$ cat src/rtl/entropy_src_markov_ht_tracker_if.sv
// Signal bundle between the Markov health-test tracker and its producer/consumer.
// Sizing parameters must match those of the tracker instance.
interface entropy_src_markov_ht_tracker_if #(
    parameter int RegWidth    = 16,
    parameter int ConsecWidth = 4,
    parameter int TotalWidth  = 16
);
    logic                   active;
    logic                   clear;
    logic                   window_wrap_pulse;
    logic [RegWidth-1:0]    test_cnt_hi;
    logic [RegWidth-1:0]    test_cnt_lo;
    logic                   test_fail_hi_pulse;
    logic                   test_fail_lo_pulse;
    logic                   count_err;
    logic [ConsecWidth-1:0] alert_thresh;

    logic [RegWidth-1:0]    watermark_hi;
    logic [RegWidth-1:0]    watermark_lo;
    logic [TotalWidth-1:0]  total_fail_hi;
    logic [TotalWidth-1:0]  total_fail_lo;
    logic [ConsecWidth-1:0] consec_fail;
    logic                   alert_pulse;
    logic                   alert_latched;
    logic                   err;

    modport master (
        output active, clear, window_wrap_pulse, test_cnt_hi, test_cnt_lo,
               test_fail_hi_pulse, test_fail_lo_pulse, count_err, alert_thresh,
        input  watermark_hi, watermark_lo, total_fail_hi, total_fail_lo,
               consec_fail, alert_pulse, alert_latched, err
    );

    modport slave (
        input  active, clear, window_wrap_pulse, test_cnt_hi, test_cnt_lo,
               test_fail_hi_pulse, test_fail_lo_pulse, count_err, alert_thresh,
        output watermark_hi, watermark_lo, total_fail_hi, total_fail_lo,
               consec_fail, alert_pulse, alert_latched, err
    );
endinterface

$ cat src/rtl/entropy_src_markov_ht_tracker.sv
// Tracks Markov health-test windows: watermarks, saturating fail totals, consecutive-fail alert.
// Define ENTROPY_SRC_MARKOV_TRACKER_ERR_CHK_EN for hardened FSM encoding and a shadowed consec counter.
//
// state   | meaning
// Idle    | test disabled or just cleared; wraps ignored
// Run     | tracking windows, no alert yet
// Alerted | consecutive-fail threshold reached; keeps tracking until clear/inactive
module entropy_src_markov_ht_tracker #(
    parameter int RegWidth    = 16,
    parameter int ConsecWidth = 4,
    parameter int TotalWidth  = 16
) (
    input logic                          clk_i,
    input logic                          rst_ni,
    entropy_src_markov_ht_tracker_if.slave bus
);

`ifdef ENTROPY_SRC_MARKOV_TRACKER_ERR_CHK_EN
    // Pairwise Hamming distance >= 3 so a single upset never lands on another legal state.
    localparam int StateW = 5;
    typedef enum logic [StateW-1:0] {
        Idle    = 5'b00000,
        Run     = 5'b00111,
        Alerted = 5'b11001
    } state_e;
`else
    localparam int StateW = 2;
    typedef enum logic [StateW-1:0] {
        Idle    = 2'b00,
        Run     = 2'b01,
        Alerted = 2'b10
    } state_e;
`endif

    // Held as a raw vector so illegal encodings remain representable.
    logic [StateW-1:0]      state_q;
    state_e                 state_d;

    logic [RegWidth-1:0]    wm_hi_q;
    logic [RegWidth-1:0]    wm_lo_q;
    logic [TotalWidth-1:0]  tot_hi_q;
    logic [TotalWidth-1:0]  tot_lo_q;
    logic [ConsecWidth-1:0] consec_q;
    logic [ConsecWidth-1:0] consec_nxt;
    logic                   alert_pulse_q;
    logic                   alert_latched_q;
    logic                   err_q;

    logic                   tracking;
    logic                   wrap_ok;
    logic                   fail_win;
    logic                   go_alert;
    logic                   pulse_d;
    logic                   chk_err;

`ifdef ENTROPY_SRC_MARKOV_TRACKER_ERR_CHK_EN
    logic [ConsecWidth-1:0] consec_n_q;
    logic                   state_illegal;

    assign state_illegal = (state_q != Idle) && (state_q != Run) && (state_q != Alerted);
    assign chk_err       = state_illegal || (consec_q != ~consec_n_q);
`else
    assign chk_err       = 1'b0;
`endif

    assign tracking = (state_q == Run) || (state_q == Alerted);
    assign wrap_ok  = bus.window_wrap_pulse && bus.active && !bus.clear && tracking;
    assign fail_win = bus.test_fail_hi_pulse || bus.test_fail_lo_pulse;

    always_comb begin
        consec_nxt = '0;
        if (fail_win) begin
            consec_nxt = (&consec_q) ? consec_q : consec_q + ConsecWidth'(1);
        end
    end

    assign go_alert = wrap_ok && fail_win && (bus.alert_thresh != '0)
                      && (consec_nxt >= bus.alert_thresh);

    always_comb begin
        state_d = Idle;
        case (state_q)
            Idle:    state_d = bus.active ? Run : Idle;
            Run:     state_d = go_alert ? Alerted : Run;
            Alerted: state_d = Alerted;
            default: begin
`ifdef ENTROPY_SRC_MARKOV_TRACKER_ERR_CHK_EN
                state_d = Alerted;
`else
                state_d = Idle;
`endif
            end
        endcase
        if (bus.clear || !bus.active) begin
            state_d = Idle;
        end
    end

    assign pulse_d = (state_q == Run) && (state_d == Alerted);

    always_ff @(posedge clk_i or negedge rst_ni) begin
        if (!rst_ni) begin
            state_q         <= Idle;
            wm_hi_q         <= '0;
            wm_lo_q         <= '1;
            tot_hi_q        <= '0;
            tot_lo_q        <= '0;
            consec_q        <= '0;
            alert_pulse_q   <= 1'b0;
            alert_latched_q <= 1'b0;
            err_q           <= 1'b0;
        end else if (bus.clear) begin
            state_q         <= Idle;
            wm_hi_q         <= '0;
            wm_lo_q         <= '1;
            tot_hi_q        <= '0;
            tot_lo_q        <= '0;
            consec_q        <= '0;
            alert_pulse_q   <= 1'b0;
            alert_latched_q <= 1'b0;
            err_q           <= 1'b0;
        end else begin
            state_q       <= state_d;
            alert_pulse_q <= pulse_d;
            if (pulse_d) begin
                alert_latched_q <= 1'b1;
            end
            err_q <= err_q | bus.count_err | chk_err;
            if (wrap_ok) begin
                if (bus.test_cnt_hi > wm_hi_q) wm_hi_q <= bus.test_cnt_hi;
                if (bus.test_cnt_lo < wm_lo_q) wm_lo_q <= bus.test_cnt_lo;
                if (bus.test_fail_hi_pulse && !(&tot_hi_q)) tot_hi_q <= tot_hi_q + TotalWidth'(1);
                if (bus.test_fail_lo_pulse && !(&tot_lo_q)) tot_lo_q <= tot_lo_q + TotalWidth'(1);
                consec_q <= consec_nxt;
            end
        end
    end

`ifdef ENTROPY_SRC_MARKOV_TRACKER_ERR_CHK_EN
    // Inverted shadow copy of the consecutive counter.
    always_ff @(posedge clk_i or negedge rst_ni) begin
        if (!rst_ni) begin
            consec_n_q <= '1;
        end else if (bus.clear) begin
            consec_n_q <= '1;
        end else if (wrap_ok) begin
            consec_n_q <= ~consec_nxt;
        end
    end
`endif

    assign bus.watermark_hi  = wm_hi_q;
    assign bus.watermark_lo  = wm_lo_q;
    assign bus.total_fail_hi = tot_hi_q;
    assign bus.total_fail_lo = tot_lo_q;
    assign bus.consec_fail   = consec_q;
    assign bus.alert_pulse   = alert_pulse_q;
    assign bus.alert_latched = alert_latched_q;
    assign bus.err           = err_q;

endmodule
$ cat src/flat_wrapper.sv
// flat-port wrapper written by rule: the top's interface ports become plain ports
module entropy_src_markov_ht_tracker_flat 
#(
    parameter int RegWidth    = 16,
    parameter int ConsecWidth = 4,
    parameter int TotalWidth  = 16
)
  (clk_i, rst_ni, bus_active, bus_clear, bus_window_wrap_pulse, bus_test_cnt_hi, bus_test_cnt_lo, bus_test_fail_hi_pulse, bus_test_fail_lo_pulse, bus_count_err, bus_alert_thresh, bus_watermark_hi, bus_watermark_lo, bus_total_fail_hi, bus_total_fail_lo, bus_consec_fail, bus_alert_pulse, bus_alert_latched, bus_err);
  entropy_src_markov_ht_tracker_if #(.RegWidth(RegWidth), .ConsecWidth(ConsecWidth), .TotalWidth(TotalWidth)) bus_i ();
  input logic clk_i;
  input logic rst_ni;
  input wire logic [$bits(bus_i.active)-1:0] bus_active;
  input wire logic [$bits(bus_i.clear)-1:0] bus_clear;
  input wire logic [$bits(bus_i.window_wrap_pulse)-1:0] bus_window_wrap_pulse;
  input wire logic [$bits(bus_i.test_cnt_hi)-1:0] bus_test_cnt_hi;
  input wire logic [$bits(bus_i.test_cnt_lo)-1:0] bus_test_cnt_lo;
  input wire logic [$bits(bus_i.test_fail_hi_pulse)-1:0] bus_test_fail_hi_pulse;
  input wire logic [$bits(bus_i.test_fail_lo_pulse)-1:0] bus_test_fail_lo_pulse;
  input wire logic [$bits(bus_i.count_err)-1:0] bus_count_err;
  input wire logic [$bits(bus_i.alert_thresh)-1:0] bus_alert_thresh;
  output wire logic [$bits(bus_i.watermark_hi)-1:0] bus_watermark_hi;
  output wire logic [$bits(bus_i.watermark_lo)-1:0] bus_watermark_lo;
  output wire logic [$bits(bus_i.total_fail_hi)-1:0] bus_total_fail_hi;
  output wire logic [$bits(bus_i.total_fail_lo)-1:0] bus_total_fail_lo;
  output wire logic [$bits(bus_i.consec_fail)-1:0] bus_consec_fail;
  output wire logic [$bits(bus_i.alert_pulse)-1:0] bus_alert_pulse;
  output wire logic [$bits(bus_i.alert_latched)-1:0] bus_alert_latched;
  output wire logic [$bits(bus_i.err)-1:0] bus_err;
  assign bus_i.active = bus_active;
  assign bus_i.clear = bus_clear;
  assign bus_i.window_wrap_pulse = bus_window_wrap_pulse;
  assign bus_i.test_cnt_hi = bus_test_cnt_hi;
  assign bus_i.test_cnt_lo = bus_test_cnt_lo;
  assign bus_i.test_fail_hi_pulse = bus_test_fail_hi_pulse;
  assign bus_i.test_fail_lo_pulse = bus_test_fail_lo_pulse;
  assign bus_i.count_err = bus_count_err;
  assign bus_i.alert_thresh = bus_alert_thresh;
  assign bus_watermark_hi = bus_i.watermark_hi;
  assign bus_watermark_lo = bus_i.watermark_lo;
  assign bus_total_fail_hi = bus_i.total_fail_hi;
  assign bus_total_fail_lo = bus_i.total_fail_lo;
  assign bus_consec_fail = bus_i.consec_fail;
  assign bus_alert_pulse = bus_i.alert_pulse;
  assign bus_alert_latched = bus_i.alert_latched;
  assign bus_err = bus_i.err;
  entropy_src_markov_ht_tracker #(.RegWidth(RegWidth), .ConsecWidth(ConsecWidth), .TotalWidth(TotalWidth)) u_core (.clk_i(clk_i), .rst_ni(rst_ni), .bus(bus_i));
endmodule
$ cat config.mk
export PLATFORM = sky130hd
export DESIGN_NAME = entropy_src_markov_ht_tracker_flat
export DESIGN_NICKNAME = d
export VERILOG_FILES = /design/src/rtl/entropy_src_markov_ht_tracker_if.sv /design/src/rtl/entropy_src_markov_ht_tracker.sv /design/src/flat_wrapper.sv
export SDC_FILE = /design/constraint.sdc
export NUM_CORES = 1
export LEC_CHECK = 0
export BUFFER_PORTS_ARGS = -buffer_cell sky130_fd_sc_hd__buf_2
export CAP_MARGIN = 10
export CORE_UTILIZATION = 45
export DETAILED_ROUTE_END_ITERATION = 10
export GPL_TIMING_DRIVEN = 1
export MAX_ROUTING_LAYER = met4
export PLACE_DENSITY_LB_ADDON = 0.2
export REMOVE_ABC_BUFFERS = 1
export SYNTH_ARGS = -nofsm -noshare
export SYNTH_HDL_FRONTEND = slang
export SYNTH_SLANG_ARGS = --single-unit
$ cat constraint.sdc
create_clock -name clk_i -period 4 [get_ports clk_i]
set_clock_uncertainty 0.05 [all_clocks]
set_input_delay 0.4 -clock clk_i [delete_from_list [all_inputs] [get_ports clk_i]]
set_output_delay 0.4 -clock clk_i [all_outputs]
set_load 0.01 [all_outputs]
# Word level (Yosys, flattened, before mapping)
# Index checks and enable logic that the tools add are counted.
[totals]
out_inout_bits = 71
wordCells = 75
register_bits = 73
inputBits = 44
[op_classes]
n_lt_le_gt_ge = 3
eq_ne = 3
n_bitwise = 1
muxes = 25
reduce_logical = 31
addsub = 3
[ops]
columns = ["op", "n"]
rows = [
  ["$mux 16", 12],
  ["$add 16x1->16 const B", 2],
  ["$reduce_and 16->1", 2],
  ["$gt 16x16->1", 1],
  ["$lt 16x16->1", 1],
  ["$mux 4", 4],
  ["$reduce_bool 2->1", 6],
  ["$logic_and 1x1->1", 9],
  ["$reduce_and 2->1", 4],
  ["$mux 2", 3],
  ["$pmux 2 s3", 1],
  ["$mux 1", 5],
  ["$add 4x1->4 const B", 1],
  ["$eq 2x2->1 const B", 2],
  ["$ge 4x4->1", 1],
  ["$logic_not 1->1", 4],
  ["$reduce_and 4->1", 1],
  ["$reduce_bool 4->1", 1],
  ["$logic_or 1x1->1", 3],
  ["$eq 2x1->1 const B", 1],
  ["$logic_not 2->1", 1],
  ["$or 1x1->1", 1],
]

# Longest topological paths before layout
# Gate-level depths: netlist of the first run.
[logic_depth]
depth_word = 13
ltp_mapped = 10
depth_no_buf = 10

# Least setup slack after synthesis of the first run
# Ideal clock, no wire load.
[synth_path]
kind = "reg2reg"
start = "reg u_core.wm_lo_q[15] (netlist: u_core.bus.watermark_lo[15])"
end = "reg u_core.wm_lo_q[10] (netlist: u_core.bus.watermark_lo[10])"
setup_time_ps = 75
slack_ps = 1628
arrival_ps = 2247
n_path_buf = 2
period_less_slack_ps = 2372
required_time_ps = 3875
path_stages_with_launch = 10
path_cell_list = "dfstp_2 > inv_1 > ha_1 > nand4_1 > or3_1 > a2111oi_2 > or3_1 > buf_6 > buf_12 > mux2i_1"
[synth_between]
elab_chain_cells = 3
[synth_lines]
columns = ["item", "line_no", "source"]
rows = [
  ["start: declaration", "entropy_src_markov_ht_tracker.sv:40", "logic [RegWidth-1:0] wm_lo_q;"],
  ["start signal: assignment", "entropy_src_markov_ht_tracker.sv:131", "if (bus.test_cnt_lo < wm_lo_q) wm_lo_q <= bus.test_cnt_lo;"],
  ["$lt 16x16->1", "entropy_src_markov_ht_tracker.sv:131", ""],
  ["$reduce_bool 2->1 (no line)", "-", ""],
  ["$reduce_and 2->1 (no line)", "-", ""],
]
# Every way passes these cells.
# A chain may end at the register's enable or synchronous reset.

# Worst setup path in the final report of the first run
# Ends and elaborated chain as after synthesis.

==> qor.yml, run 1 <==
final_layout:
  nets: 662
  final_cell_area_mm2: 0.00535
  num_antenna_cells: 0
  final_cell_mix: "buf_2, nor2_1, dfrtp_1"
  post-route-util: 0.550
  fillers: 939
  layout_commonest_cell: "buf_2"
  syn_to_final_growth_pct: 18.6
  fin_cells: 715
  drive_above_1_share: 0.265
synthesis:
  synth-seq-cells: 73
  synth_cell_type_count: 55
  synth-edff-count: 0
  synth_compound_area_frac: 0.124
  synthCells: 467
  avgSynthCellArea_um2: 9.66
  synth_flop_cell: "dfrtp_1"
  synth_warnings: 0
  synth_top_area_cell: "dfrtp_1"
  synth_top_area_frac: 0.316
  netlist_top_cells_area: "dfrtp_1, ha_1, dfstp_2, nor2_1, mux2i_1"
  seq_area_frac_synth: 0.409
  synth_xor_area_frac: 0.0505
  synth_top_family_by_area: "simple AND/OR/NAND/NOR gates"
  synthArstFlopShare: 1.00
  synthMuxAreaShare: 0.0466
  yosys.area_share.simple: 0.197
  synth-adder-area-share: 0.114
  synthesis.area_mm2: 0.00451
setup_path:
  rrSetupSlack_ps: 1120
  rr_startpoint: "u_core.bus.watermark_lo[15]$_DFFE_PN1P_"
  end_kind: "flip-flop"
  slowest_delay_ps: 760
  arrival_ps: 3090
  critPathLaunchType: "flip-flop"
  cp_max_fo: 16
  cpMaxStageDelayCell: "or3_1"
  worstReg2RegEnd: "u_core.bus.watermark_lo[10]$_DFFE_PN1P_"
  cp_common_cell: "or3_1"
  path_delay_family: "simple AND/OR/NAND/NOR gates"
  cp-endpoint: "u_core.bus.watermark_lo[10]$_DFFE_PN1P_"
  crit_buf_inv: 1
  cp-startpoint: "u_core.bus.watermark_lo[15]$_DFFE_PN1P_"
  ff2ff_path_depth: 7
  cp.required_ps: 4210
  path_depth: 7
  crit_chain: "inv_1 > ha_1 > nand4_1 > or3_1 > a2111oi_2 > or3_1 > mux2i_1"
  crit_type: "flip-flop to flip-flop"
global_routing:
  grt_max_degree: 74
  grtUsageTotal: 0.201
  grt.overflow.total: 0
  grt_pass1_wl_um: 15800
  antenna_found_initial: 0
  grt_pass1_vias: 3419
timing:
  finalHoldViolCount: 0
  slew_headroom: 0.375
  fin_tns_setup_ps: 0
  setup_viol: 0
  slew_viol_final: 0
  clock.fmax_mhz: 347
  whs_ps: 120
  setup_ws_ps: 1120
  tightest_slew_ps: 938
  min_period_ps: 2880
  fin_crit_sh: 0.720
  rsz0062_at_grt: "no"
power_and_ir_drop:
  leakage_nw: 2.79
  vdd_drop_max_mv: 0.161
  fin_total_pwr_mw: 1.51
  power_density_mw_per_mm2: 283
drt:
  drc: 0
  avgRoutedWirePerCell_um: 13.9
  wirelength_um: 9910
  postRouteAntennaNets: 0
  drtIter0Drc: 83
  via_per_inst: 5.23
  drtPass1Iterations: 4
  vias: 3740
placed_design:
  dpl_worst_slack_ps: 1080
  hpwl_um: 7080
  port_buffers: 114
  place_congestion: 0.764
  place_area_mm2: 0.00514
  placedCellCount: 699
clocking:
  clock_latency_ps: 350
  cts_tree: "done"
  max-clock-path-buffers: 2
  clock-root-buffer: "clkbuf_8"
  postCtsSetupRepairBufs: 0
  numCtsBuffers: 9
  htreeDepth: 3
  clock-sinks: 73
  hold_buffers: 0
  cts_resized: 0
  clk_pin_slew_worst_paths_ps: 70
worst_hold_path:
  hp-class: "input pin to async pin"
die:
  start_util: 0.464
  rows: 36
  core_mm2: 0.00973
  io_pins: 115
  die_y_um: 102
  dieArea_mm2: 0.0104
  die_w_um: 102
outcome:
  status: "finished clean"
job:
  maxCapViolations: 0
==> layer usage <==
metal / up-vias / GRT usage / part of all wire
li1: 1870 / - / -
met1: 1778 / 0.252 / 0.46
met2: 82 / 0.326 / 0.48
met3: 10 / 0.0438 / 0.045
met4: 0 / 0.0604 / 0.012
met5: - / - / 0
==> worst min path at each step <==
stage	startpoint	endpoint	slack [ps]	cells after the start
finish	rst_ni	u_core.bus.total_fail_lo[15]$_DFFE_PN0P_	120	1
global route	bus_test_cnt_hi[5]	u_core.bus.watermark_hi[5]$_DFFE_PN0P_	220	2
CTS	rst_ni	u_core.bus.total_fail_lo[8]$_DFFE_PN0P_	170	1
detailed placement	u_core.bus.err$_DFF_PN0_	u_core.bus.err$_DFF_PN0_	430	2
global placement	u_core.bus.err$_DFF_PN0_	u_core.bus.err$_DFF_PN0_	420	2
floorplan	rst_ni	u_core.bus.alert_latched$_DFFE_PN0P_	50	0
==> state kept, by name (all words and copies together), names as in the netlist <==
register / flops
u_core.bus.watermark_hi: 16
u_core.bus.total_fail_lo: 16
u_core.bus.alert_pulse: 1
u_core.bus.total_fail_hi: 16
u_core.bus.consec_fail: 4
u_core.state_q: 2
u_core.bus.watermark_lo: 16
u_core.bus.err: 1
u_core.bus.alert_latched: 1
==> Yosys cell counts (3+ instances only) <==
cell / count
and4_1: 4
o21ai_1: 3
nand4_1: 16
xnor2_1: 15
ha_1: 41
nor2_1: 74
dfrtp_1: 57
o211ai_1: 4
nor4_1: 5
nor3b_1: 4
and3_1: 7
nand3_1: 10
clkbuf_1: 7
a2111oi_2: 3
dfstp_2: 16
a211oi_1: 6
a22o_1: 15
or3_1: 4
xor2_1: 11
nand2_1: 20
nor3_1: 9
nand2b_1: 5
a21oi_1: 21
and2_1: 4
mux2i_1: 21
inv_1: 40
o21a_1: 3
o21ai_0: 5
a21o_1: 3
==> layout make-up <==
cell class	instances	area (µm²)	share of cell area
flip-flops and latches	73	1850	0.345
well taps	133	166	0.0311
repair buffers	115	581	0.108
clock inverters	2	35.0	0.00655
clock buffers	14	173	0.0323
multi-input cells	338	2400	0.449
inverters	40	150	0.0281
==> worst reg2reg max path, stage by stage (launching register included) <==
cell and delay (ps):
dfstp_2 540, inv_1 40, ha_1 300, nand4_1 130, or3_1 420, a2111oi_2 270
or3_1 760, mux2i_1 300
==> where the power goes <==
group	leakage, nW	internal (mW)	total, mW	switching (mW)
Clock	0.107	0.339	0.617	0.278
Sequential	0.961	0.747	0.753	0.00591
Combinational	1.73	0.0565	0.144	0.0876
==> logic make-up (layout without fill, tap and decap cells) <==
kind of cell    after synthesis  in the layout
simple gates                174            174
compound gates               76             76
flops                        73             73
buf+inv                      56            171
fa+ha+maj                    41             41
xor+xnor                     26             26
mux                          21             21
Power figures use the tool's default switching activity.
==> run 2: changes to the inputs <==
==> constraint.sdc (replaced) <==
create_clock -name clk_i -period 2.79 [get_ports clk_i]
set_clock_uncertainty 0.05 [all_clocks]
set_input_delay 0.279 -clock clk_i [delete_from_list [all_inputs] [get_ports clk_i]]
set_output_delay 0.279 -clock clk_i [all_outputs]
set_load 0.01 [all_outputs]
==> qor.yml, run 2 (synthesized netlist as in run 1, its figures left out) <==
final_layout:
  fin_cells: 722  # was 715
  final_cell_mix: "buf_2, nor2_1, dfrtp_1"  # unchanged
  layout_commonest_cell: "buf_2"  # unchanged
  num_antenna_cells: 0  # unchanged
  nets: 669  # was 662
  drive_above_1_share: 0.272  # was 0.265
  syn_to_final_growth_pct: 19.2  # was 18.6%
global_routing:
  grt_pass1_wl_um: 15700  # was 15800 µm
  grt_max_degree: 74  # unchanged
  grtUsageMet2: 0.310  # was 0.326
  grt_use_met3: 0.0424  # was 0.0438
  grtUsageTotal: 0.201  # about the same
  grt_busiest_layer: "met2"  # unchanged
  grt_pass1_vias: 3360  # was 3419
  met1_usage: 0.262  # was 0.252
  grt.overflow.total: 0  # unchanged
  antenna_found_initial: 0  # unchanged
setup_path:
  arrival_ps: 2730  # was 3090 ps
  rr_startpoint: "u_core.bus.watermark_lo[15]$_DFFE_PN1P_"  # unchanged
  rrSetupSlack_ps: 290  # was 1120 ps
  critPathLaunchType: "flip-flop"  # unchanged
  worstReg2RegEnd: "u_core.bus.watermark_lo[3]$_DFFE_PN1P_"  # was u_core.bus.watermark_lo[10]$_DFFE_PN1P_
  ff2ff_path_depth: 8  # was 7
  cp_max_fo: 11  # was 16
  cp.required_ps: 3020  # was 4210 ps
  crit_type: "flip-flop to flip-flop"  # unchanged
  end_kind: "flip-flop"  # unchanged
placed_design:
  dpl_worst_slack_ps: 271  # was 1080 ps
  placedCellCount: 706  # was 699
  hpwl_um: 7150  # was 7080 µm
  place_congestion: 0.785  # was 0.764
  port_buffers: 114  # unchanged
drt:
  wirelength_um: 9760  # was 9910 µm
  drtIter0Drc: 118  # was 83
  avgRoutedWirePerCell_um: 13.5  # was 13.9 µm
  via_per_inst: 5.22  # was 5.23
  drc: 0  # unchanged
  drtPass1Iterations: 4  # unchanged
  vias: 3766  # was 3740
  postRouteAntennaNets: 0  # unchanged
outcome:
  status: "finished clean"  # unchanged
die:
  dieArea_mm2: 0.0104  # unchanged
  core_mm2: 0.00973  # unchanged
  die_w_um: 102  # unchanged
  rows: 36  # unchanged
  io_pins: 115  # unchanged
  start_util: 0.464  # unchanged
  die_y_um: 102  # unchanged
power_and_ir_drop:
  leakage_nw: 2.81  # was 2.79 nW
  fin_total_pwr_mw: 2.08  # was 1.51 mW
  power_density_mw_per_mm2: 387  # was 283 mW/mm²
  vdd_drop_max_mv: 0.202  # was 0.161 mV
timing:
  setup_ws_ps: 291  # was 1120 ps
  tightest_slew_ps: 947  # was 938 ps
  setup_viol: 0  # unchanged
  fin_tns_setup_ps: 0  # unchanged
  slew_viol_final: 0  # unchanged
  fin_crit_sh: 0.896  # was 0.720
  whs_ps: 2.75  # was 120 ps
  rsz0062_at_grt: "no"  # unchanged
  clock.fmax_mhz: 400  # was 347 MHz
  min_period_ps: 2500  # was 2880 ps
  slew_headroom: 0.369  # was 0.375
  finalHoldViolCount: 0  # unchanged
clocking:
  clock-sinks: 73  # unchanged
  numCtsBuffers: 9  # unchanged
  max-clock-path-buffers: 2  # unchanged
  postCtsSetupRepairBufs: 0  # unchanged
  clk_pin_slew_worst_paths_ps: 80  # was 70 ps
  cts_tree: "done"  # unchanged
  htreeDepth: 3  # unchanged
  clock_latency_ps: 350  # about the same
  clock-root-buffer: "clkbuf_8"  # unchanged
  cts_resized: 0  # unchanged
  hold_buffers: 0  # unchanged
job:
  maxCapViolations: 0  # unchanged
worst_hold_path:
  hp-class: "input pin to async pin"  # unchanged
## run 2: critical path, stage by stage (launching register included)
cell	delay (ps)
dfstp_2	540
inv_1	40
ha_1	300
nand4_1	120
or3_1	420
a2111oi_2	300
or3_1	180
buf_4	230
mux2i_1	240
## run 2: worst max path at each step
stage | from | endpoint | slack (ps) | depth (start not counted)
after floorplan | u_core.bus.watermark_lo[15]$_DFFE_PN1P_ | u_core.bus.watermark_lo[0]$_DFFE_PN1P_ | 160 | 7
after global placement | u_core.bus.watermark_lo[15]$_DFFE_PN1P_ | u_core.bus.watermark_lo[10]$_DFFE_PN1P_ | 420 | 8
after detailed placement | u_core.bus.watermark_lo[15]$_DFFE_PN1P_ | u_core.bus.watermark_lo[3]$_DFFE_PN1P_ | 270 | 8
after CTS | u_core.bus.watermark_lo[15]$_DFFE_PN1P_ | u_core.bus.watermark_lo[3]$_DFFE_PN1P_ | 270 | 8
after global routing | u_core.bus.watermark_lo[15]$_DFFE_PN1P_ | u_core.bus.watermark_lo[3]$_DFFE_PN1P_ | 130 | 8
final | u_core.bus.watermark_lo[15]$_DFFE_PN1P_ | u_core.bus.watermark_lo[3]$_DFFE_PN1P_ | 290 | 8
## run 2: power breakdown
group / leakage [nW] / total [mW] / internal (mW) / switching, mW
Combinational: 1.76 / 0.213 / 0.0860 / 0.127
Sequential: 0.961 / 1.08 / 1.07 / 0.00842
Clock: 0.0904 / 0.789 / 0.394 / 0.394
## run 2: metrics by stage
| step | util | cell area, µm² |
|---|---|---|
| CTS | 0.553 | 5380 |
| finish | 0.553 | 5380 |
| floorplan | - | 4400 |
| global placement | 0.534 | 5200 |
| global route | 0.553 | 5380 |
| detailed placement | 0.534 | 5200 |
## run 2: final cells by class
cell class                      instances  area [µm²]
Fill cell                             914        4350
Multi-Input combinational cell        338        2400
Sequential cell                        73        1850
Timing Repair Buffer                  122         633
Clock buffer                           14         173
Tap cell                              133         166
Inverter                               40         150
Clock inverter                          2        11.3
## run 2: routing by layer
metal / share of wire / wire, µm
met3: 0.056 / 546
met5: 0 / 0
met1: 0.46 / 4450
met4: 0.014 / 138
met2: 0.47 / 4620
